<file path="config.mk">
export PLATFORM = sky130hd
export DESIGN_NAME = arb_mux4_flat
export DESIGN_NICKNAME = d
export VERILOG_FILES = /design/src/rtl/arb_pkg.sv /design/src/rtl/arb_mux4_if.sv /design/src/rtl/mux4_32.sv /design/src/rtl/rr_pick4.sv /design/src/rtl/arb_mux4.sv /design/src/flat_wrapper.sv
export SDC_FILE = /design/constraint.sdc
export NUM_CORES = 1
export LEC_CHECK = 0
export BUFFER_PORTS_ARGS = -buffer_cell sky130_fd_sc_hd__buf_2
export CAP_MARGIN = 0
export CORE_MARGIN = 4
export CORE_UTILIZATION = 45
export DETAILED_ROUTE_END_ITERATION = 7
export GPL_TIMING_DRIVEN = 0
export PLACE_DENSITY = 0.86
export SLEW_MARGIN = 20
export SYNTH_ARGS = -nofsm -noshare
export SYNTH_HDL_FRONTEND = slang
export SYNTH_SLANG_ARGS = --single-unit
</file>
<file path="constraint.sdc">
create_clock -name clk -period 3.12 [get_ports clk]
set_input_delay 0 -clock clk [delete_from_list [all_inputs] [get_ports clk]]
set_output_delay 0 -clock clk [all_outputs]
set_load 0.01 [all_outputs]
</file>
<file path="src/rtl/arb_pkg.sv">
// Shared types and constants for the four-way round-robin arbiter.
// Holds the FSM state enum, requester sizing and the beat counter width helper.
package arb_pkg;

    typedef enum logic {
        IDLE = 1'b0,
        LOCK = 1'b1
    } state_t;

    localparam int NUM_REQ = 4;
    localparam int SRC_W   = 2;

    // Beat counter width; a one-beat limit still needs a one-bit counter.
    function automatic int cnt_w(input int max_beats);
        return (max_beats > 1) ? $clog2(max_beats) : 1;
    endfunction

endpackage

</file>
<file path="src/rtl/arb_mux4_if.sv">
// Requester and output-channel bundle for arb_mux4.
// slave: arbiter side (takes requests, drives output beat); master: the peers.
interface arb_mux4_if
    import arb_pkg::*;
#(
    parameter int DATA_WIDTH = 32
);

    logic [NUM_REQ-1:0]    req_valid;
    logic [NUM_REQ-1:0]    req_last;
    logic [DATA_WIDTH-1:0] req_data0;
    logic [DATA_WIDTH-1:0] req_data1;
    logic [DATA_WIDTH-1:0] req_data2;
    logic [DATA_WIDTH-1:0] req_data3;
    logic [NUM_REQ-1:0]    req_ready;
    logic                  out_valid;
    logic [DATA_WIDTH-1:0] out_data;
    logic                  out_last;
    logic [SRC_W-1:0]      out_src;
    logic                  out_ready;

    modport slave (
        input  req_valid, req_last,
        input  req_data0, req_data1, req_data2, req_data3,
        input  out_ready,
        output req_ready,
        output out_valid, out_data, out_last, out_src
    );

    modport master (
        output req_valid, req_last,
        output req_data0, req_data1, req_data2, req_data3,
        output out_ready,
        input  req_ready,
        input  out_valid, out_data, out_last, out_src
    );

endinterface

</file>
<file path="src/rtl/mux4_32.sv">
// Shared 4-way datapath selector feeding the arbiter output stage.
// Ports: d0..d3 data inputs, sel select, y selected data.
module mux4_32 #(
    parameter int W = 32
) (
    input  logic [W-1:0] d0,
    input  logic [W-1:0] d1,
    input  logic [W-1:0] d2,
    input  logic [W-1:0] d3,
    input  logic [1:0]   sel,
    output logic [W-1:0] y
);

    always_comb begin
        y = d0;
        unique case (sel)
            2'd0: y = d0;
            2'd1: y = d1;
            2'd2: y = d2;
            2'd3: y = d3;
        endcase
    end

endmodule

</file>
<file path="src/rtl/rr_pick4.sv">
// Combinational round-robin picker: first valid requester at or after ptr_i.
// Ports: valid_i (request vector), ptr_i (start point), win_o (winner), any_o.
module rr_pick4
    import arb_pkg::*;
(
    input  logic [NUM_REQ-1:0] valid_i,
    input  logic [SRC_W-1:0]   ptr_i,
    output logic [SRC_W-1:0]   win_o,
    output logic               any_o
);

    logic [SRC_W-1:0] idx;

    // Walk from the lowest priority up so the highest priority hit wins.
    always_comb begin
        win_o = ptr_i;
        any_o = |valid_i;
        idx   = '0;
        for (int k = NUM_REQ - 1; k >= 0; k--) begin
            idx = ptr_i + SRC_W'(k);
            if (valid_i[idx]) begin
                win_o = idx;
            end
        end
    end

endmodule

</file>
<file path="src/rtl/arb_mux4.sv">
// Round-robin burst arbiter for four requesters with a one-entry output stage.
// Ports: clk, rst_n, bus (requests + output handshake), grant_sel, busy, burst_err.
module arb_mux4
    import arb_pkg::*;
#(
    parameter int DATA_WIDTH = 32,
    parameter int MAX_BEATS  = 16
) (
    input  logic             clk,
    input  logic             rst_n,
    arb_mux4_if.slave        bus,
    output logic [SRC_W-1:0] grant_sel,
    output logic             busy,
    output logic             burst_err
);

    localparam int            CW      = cnt_w(MAX_BEATS);
    localparam logic [CW-1:0] CNT_MAX = CW'(MAX_BEATS - 1);

    state_t                state_q, state_d;
    logic [SRC_W-1:0]      owner_q, owner_d;
    logic [SRC_W-1:0]      ptr_q, ptr_d;
    logic [CW-1:0]         cnt_q, cnt_d;
    logic                  err_q, err_d;
    logic                  ov_q, ov_d;
    logic [DATA_WIDTH-1:0] od_q, od_d;
    logic                  ol_q, ol_d;
    logic [SRC_W-1:0]      os_q, os_d;

    logic [DATA_WIDTH-1:0] sel_data;
    logic [SRC_W-1:0]      pick_ptr;
    logic [SRC_W-1:0]      pick_win;
    logic                  pick_any;
    logic                  free;
    logic                  acc;
    logic                  own_last;
    logic                  wd_end;
    logic                  burst_end;

    mux4_32 #(
        .W (DATA_WIDTH)
    ) u_sel (
        .d0  (bus.req_data0),
        .d1  (bus.req_data1),
        .d2  (bus.req_data2),
        .d3  (bus.req_data3),
        .sel (owner_q),
        .y   (sel_data)
    );

    // In LOCK the picker only matters at burst end, where the new
    // pointer is owner+1; in IDLE it searches from the stored pointer.
    assign pick_ptr = (state_q == LOCK) ? owner_q + 1'b1 : ptr_q;

    rr_pick4 u_pick (
        .valid_i (bus.req_valid),
        .ptr_i   (pick_ptr),
        .win_o   (pick_win),
        .any_o   (pick_any)
    );

    assign free      = !ov_q || bus.out_ready;
    assign acc       = (state_q == LOCK) && free && bus.req_valid[owner_q];
    assign own_last  = bus.req_last[owner_q];
    assign wd_end    = (cnt_q == CNT_MAX);
    assign burst_end = acc && (own_last || wd_end);

    always_comb begin
        state_d = state_q;
        owner_d = owner_q;
        ptr_d   = ptr_q;
        cnt_d   = cnt_q;
        err_d   = err_q;
        ov_d    = ov_q;
        od_d    = od_q;
        ol_d    = ol_q;
        os_d    = os_q;

        if (acc) begin
            ov_d  = 1'b1;
            od_d  = sel_data;
            ol_d  = own_last || wd_end;
            os_d  = owner_q;
            cnt_d = cnt_q + 1'b1;
        end else if (bus.out_ready) begin
            ov_d = 1'b0;
        end

        if (burst_end) begin
            cnt_d = '0;
            ptr_d = owner_q + 1'b1;
            if (!own_last) begin
                err_d = 1'b1;
            end
        end

        unique case (state_q)
            IDLE: begin
                if (pick_any) begin
                    owner_d = pick_win;
                    state_d = LOCK;
                end
            end
            LOCK: begin
                // Hand over in the same cycle so bursts run back to back.
                if (burst_end) begin
                    if (pick_any) begin
                        owner_d = pick_win;
                    end else begin
                        state_d = IDLE;
                    end
                end
            end
        endcase
    end

    always_ff @(posedge clk or negedge rst_n) begin
        if (!rst_n) begin
            state_q <= IDLE;
            owner_q <= '0;
            ptr_q   <= '0;
            cnt_q   <= '0;
            err_q   <= 1'b0;
            ov_q    <= 1'b0;
            od_q    <= '0;
            ol_q    <= 1'b0;
            os_q    <= '0;
        end else begin
            state_q <= state_d;
            owner_q <= owner_d;
            ptr_q   <= ptr_d;
            cnt_q   <= cnt_d;
            err_q   <= err_d;
            ov_q    <= ov_d;
            od_q    <= od_d;
            ol_q    <= ol_d;
            os_q    <= os_d;
        end
    end

    always_comb begin
        bus.req_ready = '0;
        if (acc) begin
            bus.req_ready[owner_q] = 1'b1;
        end
    end

    assign bus.out_valid = ov_q;
    assign bus.out_data  = od_q;
    assign bus.out_last  = ol_q;
    assign bus.out_src   = os_q;
    assign grant_sel     = owner_q;
    assign busy          = (state_q == LOCK);
    assign burst_err     = err_q;

endmodule

</file>
<file path="src/flat_wrapper.sv">
// flat-port wrapper written by rule: the top's interface ports become plain ports
module arb_mux4_flat import arb_pkg::*;
#(
    parameter int DATA_WIDTH = 32,
    parameter int MAX_BEATS  = 16
)
  (clk, rst_n, grant_sel, busy, burst_err, bus_req_valid, bus_req_last, bus_req_data0, bus_req_data1, bus_req_data2, bus_req_data3, bus_out_ready, bus_req_ready, bus_out_valid, bus_out_data, bus_out_last, bus_out_src);
  arb_mux4_if #(.DATA_WIDTH(DATA_WIDTH)) bus_i ();
  input  logic clk;
  input  logic rst_n;
  output logic [SRC_W-1:0] grant_sel;
  output logic busy;
  output logic burst_err;
  input wire logic [$bits(bus_i.req_valid)-1:0] bus_req_valid;
  input wire logic [$bits(bus_i.req_last)-1:0] bus_req_last;
  input wire logic [$bits(bus_i.req_data0)-1:0] bus_req_data0;
  input wire logic [$bits(bus_i.req_data1)-1:0] bus_req_data1;
  input wire logic [$bits(bus_i.req_data2)-1:0] bus_req_data2;
  input wire logic [$bits(bus_i.req_data3)-1:0] bus_req_data3;
  input wire logic [$bits(bus_i.out_ready)-1:0] bus_out_ready;
  output wire logic [$bits(bus_i.req_ready)-1:0] bus_req_ready;
  output wire logic [$bits(bus_i.out_valid)-1:0] bus_out_valid;
  output wire logic [$bits(bus_i.out_data)-1:0] bus_out_data;
  output wire logic [$bits(bus_i.out_last)-1:0] bus_out_last;
  output wire logic [$bits(bus_i.out_src)-1:0] bus_out_src;
  assign bus_i.req_valid = bus_req_valid;
  assign bus_i.req_last = bus_req_last;
  assign bus_i.req_data0 = bus_req_data0;
  assign bus_i.req_data1 = bus_req_data1;
  assign bus_i.req_data2 = bus_req_data2;
  assign bus_i.req_data3 = bus_req_data3;
  assign bus_i.out_ready = bus_out_ready;
  assign bus_req_ready = bus_i.req_ready;
  assign bus_out_valid = bus_i.out_valid;
  assign bus_out_data = bus_i.out_data;
  assign bus_out_last = bus_i.out_last;
  assign bus_out_src = bus_i.out_src;
  arb_mux4 #(.DATA_WIDTH(DATA_WIDTH), .MAX_BEATS(MAX_BEATS)) u_core (.clk(clk), .rst_n(rst_n), .bus(bus_i), .grant_sel(grant_sel), .busy(busy), .burst_err(burst_err));
endmodule
</file>
==> results.sh <==
export IMPL_required_ps=3330
export IMPL_cts_made_buffers=5
export IMPL_cp_start_kind="register"
export IMPL_synth_async_sr_flop_share_pct=100
export IMPL_htreeDepth=2
export IMPL_synthesis_nets=454
export IMPL_grt_pass1_wl_um=15000
export IMPL_ys_seq_area_share_pct=42.5
export IMPL_fin_crit_ps=2530
export IMPL_wirelength_um=9850
export IMPL_cap_viol_max_count=0
export IMPL_diodes=0
export IMPL_cts_clk_slew_worst_paths_ps=80
export IMPL_initial_core_util_pct=46.0
export IMPL_cts_sinks=46
export IMPL_synth_distinct_cells=38
export IMPL_cp_arrival_ps=2740
export IMPL_worstSetupPathType="reg -> reg"
export IMPL_fmax_mhz=396
export IMPL_p_total_mw=3.88
export IMPL_fin_crit_sh_pct=81.0
export IMPL_violations="design-rule violations"
export IMPL_synth_area_um2=2710
export IMPL_end_kind="register"
export IMPL_route_detailed_drc=2
export IMPL_areaGrowthSynthToFinish_pct=40.9
export IMPL_max_slew_margin_pct=59.0
export IMPL_fin_worst_skew_ps=2.93
export IMPL_drtIter0Drc=233
export IMPL_ant_nets=0
export IMPL_avgSynthCellArea_um2=8.77
export IMPL_cts_resized=0
export IMPL_hold_path_class="in -> reg"
export IMPL_synth_area_leaders="dfrtp_1 42%, a222oi_1 12%, o21ai_0 7.8%"
export IMPL_cts_tree="yes"
export IMPL_die_area_um2=7330
export IMPL_p_per_area_nw_per_um2=1020
export IMPL_die_w_um=85.6
export IMPL_tns_ps=0
export IMPL_ios=183
export IMPL_root_buffer="clkbuf_8"
export IMPL_dp_hpwl_um=7660
export IMPL_synth_main_ff_cell="dfrtp_1"
export IMPL_rows=28
export IMPL_grt_pass1_vias=3132
export IMPL_setup_violations_final=0
export IMPL_dr_total_vias=3219
export IMPL_yosysTopAreaCell="dfrtp_1"
export IMPL_worstMarginPinSlew_ps=615
export IMPL_layout_drive_gt1_share_pct=40.4
export IMPL_ys_ff_latch=46
export IMPL_grt_overflow_total=0
export IMPL_port_buffers=182
export IMPL_rsz0062_at_grt="false"
export IMPL_status="complete, but fails checks"
export IMPL_drv_slew=0
export IMPL_wl_per_cell_um=17.1
export IMPL_track_usage_pct=25.8
export IMPL_power_static_leakage_nw=1.96
export IMPL_gp_congestion=0.909
export IMPL_final_hold_viol_count=0
export IMPL_insertion_delay_ps=290
export IMPL_cts_buffer_depth=2
export IMPL_worst_path_max_fanout=9
export IMPL_synth_top_cell_area_share_pct=42.5
export IMPL_antenna_found_initial=0
export IMPL_synthCells=309
export IMPL_grt_max_degree=47
export IMPL_synth_edff_count=0
export IMPL_vias_per_cell=5.60
export IMPL_ir_drop_uv=514
export IMPL_yosysWarnings=0
export IMPL_fp_dieH_um=85.6
export IMPL_core_area_um2=5890
export IMPL_fin_nets=644
export IMPL_firstDrtPassIters=8
==> repair_timing <==
| item | CTS | global route |
|---|---|---|
| endpoints found under the hold margin | 46 | 0 |
| setup endpoints to repair | 0 | 0 |
| buffers inserted | 0 | 0 |
| hold buffers | 1 | 0 |
==> worst max-delay path, stage by stage (launching register included) <==
cell and delay, ps:
dfrtp_1 510, clkinv_1 330, ha_1 440, mux2i_1 340
nor2_1 120, a2111oi_0 430, o211ai_1 150, mux2i_1 140
==> report_power, final <==
part | switching [mW] | internal, mW | total, mW
logic | 1.48 | 0.962 | 2.44
registers | 0.188 | 0.891 | 1.08
clock network | 0.185 | 0.179 | 0.364
==> Yosys cell counts (2+ instances only) <==
| master | n |
|---|---|
| o21ai_0 | 42 |
| o21a_1 | 2 |
| and2_1 | 5 |
| mux2_4 | 2 |
| a21o_1 | 2 |
| a21oi_1 | 36 |
| inv_1 | 4 |
| a222oi_1 | 32 |
| dfrtp_1 | 46 |
| clkbuf_1 | 18 |
| nor2b_1 | 3 |
| buf_2 | 5 |
| nand2b_1 | 2 |
| ha_1 | 6 |
| nor2_1 | 36 |
| mux2i_1 | 5 |
| buf_1 | 3 |
| nand3_1 | 2 |
| nand2_1 | 39 |
==> cell families after synthesis <==
| family | share of synthesized area, % |
|---|---|
| AO/OA/AOI/OAI | 30.3 |
| flip-flops | 42.5 |
| AND/OR/NAND/NOR | 14.9 |
| adder cells (fa/ha/maj) | 2.77 |
| multiplexers | 4.85 |
| buffers and inverters | 4.66 |
==> per-layer routing <==
metal	up-vias	routed length, µm	global-route usage, %
met1	1504	3950	32.7
met4	0	115	6.47
li1	1537	-	-
met2	167	4910	45.1
met3	11	876	5.38
met5	-	0	0
==> cell type report <==
type | instances | area (µm²)
tap | 75 | 93.8
clock buffer | 7 | 86.3
multi-input combinational | 231 | 1430
sequential | 46 | 1150
buffer | 26 | 104
clock inverter | 1 | 5.00
fill | 525 | 2070
timing repair buffer | 183 | 923
inverter | 6 | 22.5
==> through the flow <==
step / instance area [µm²] / util (%) / setup slack (ps) / hold WS, ps / std cells
global route: 3820 / 64.9 / 393 / 1.82 / 575
floorplan: 2710 / - / 965 / -296 / 309
CTS: 3820 / 64.8 / 601 / 2.73 / 575
detailed placement: 3710 / 63.1 / 631 / 232 / 566
global placement: 3710 / 63.1 / 627 / 220 / 566
finish: 3820 / 64.9 / 593 / 12.4 / 575
==> path summary, 6_finish.rpt <==
check | endpoint | slack [ps] | start | depth (start not counted)
min in group asynchronous | u_core.ptr_q[1]$_DFFE_PN0P_ | 250 | rst_n | 2
min reg2reg | u_core.burst_err$_DFFE_PN0P_ | 480 | u_core.burst_err$_DFFE_PN0P_ | 1
max reg2reg | u_core.grant_sel[0]$_DFFE_PN0P_ | 590 | u_core.grant_sel[0]$_DFFE_PN0P_ | 7
max in group asynchronous | u_core.bus.out_data[17]$_DFFE_PN0P_ | 2480 | rst_n | 2
max | u_core.grant_sel[0]$_DFFE_PN0P_ | 590 | u_core.grant_sel[0]$_DFFE_PN0P_ | 7
min | u_core.bus.out_data[4]$_DFFE_PN0P_ | 10 | bus_req_data0[4] | 3
==> state kept, by name, indices dropped and copies added (netlist names) <==
name,flops
u_core.bus.out_src,2
u_core.burst_err,1
u_core.bus.out_valid,1
u_core.busy,1
u_core.grant_sel,2
u_core.bus.out_data,32
u_core.bus.out_last,1
u_core.ptr_q,2
u_core.cnt_q,4
==> cells in the final DEF (no fill, tap or decap), types with 3 or more instances in the layout <==
| cell type | synthesis | layout |
|---|---|---|
| inv_1 | 4 | 4 |
| buf_2 | 5 | 186 |
| a21oi_1 | 36 | 36 |
| dfrtp_1 | 46 | 46 |
| nor2b_1 | 3 | 3 |
| buf_1 | 3 | 3 |
| and2_1 | 5 | 5 |
| a222oi_1 | 32 | 32 |
| nand2_1 | 39 | 39 |
| o21ai_0 | 42 | 42 |
| nor2_1 | 36 | 36 |
| clkbuf_8 | 0 | 6 |
| mux2i_1 | 5 | 5 |
| ha_1 | 6 | 6 |
| clkbuf_1 | 18 | 19 |
Note: power is estimated with default switching activity, not from simulation.
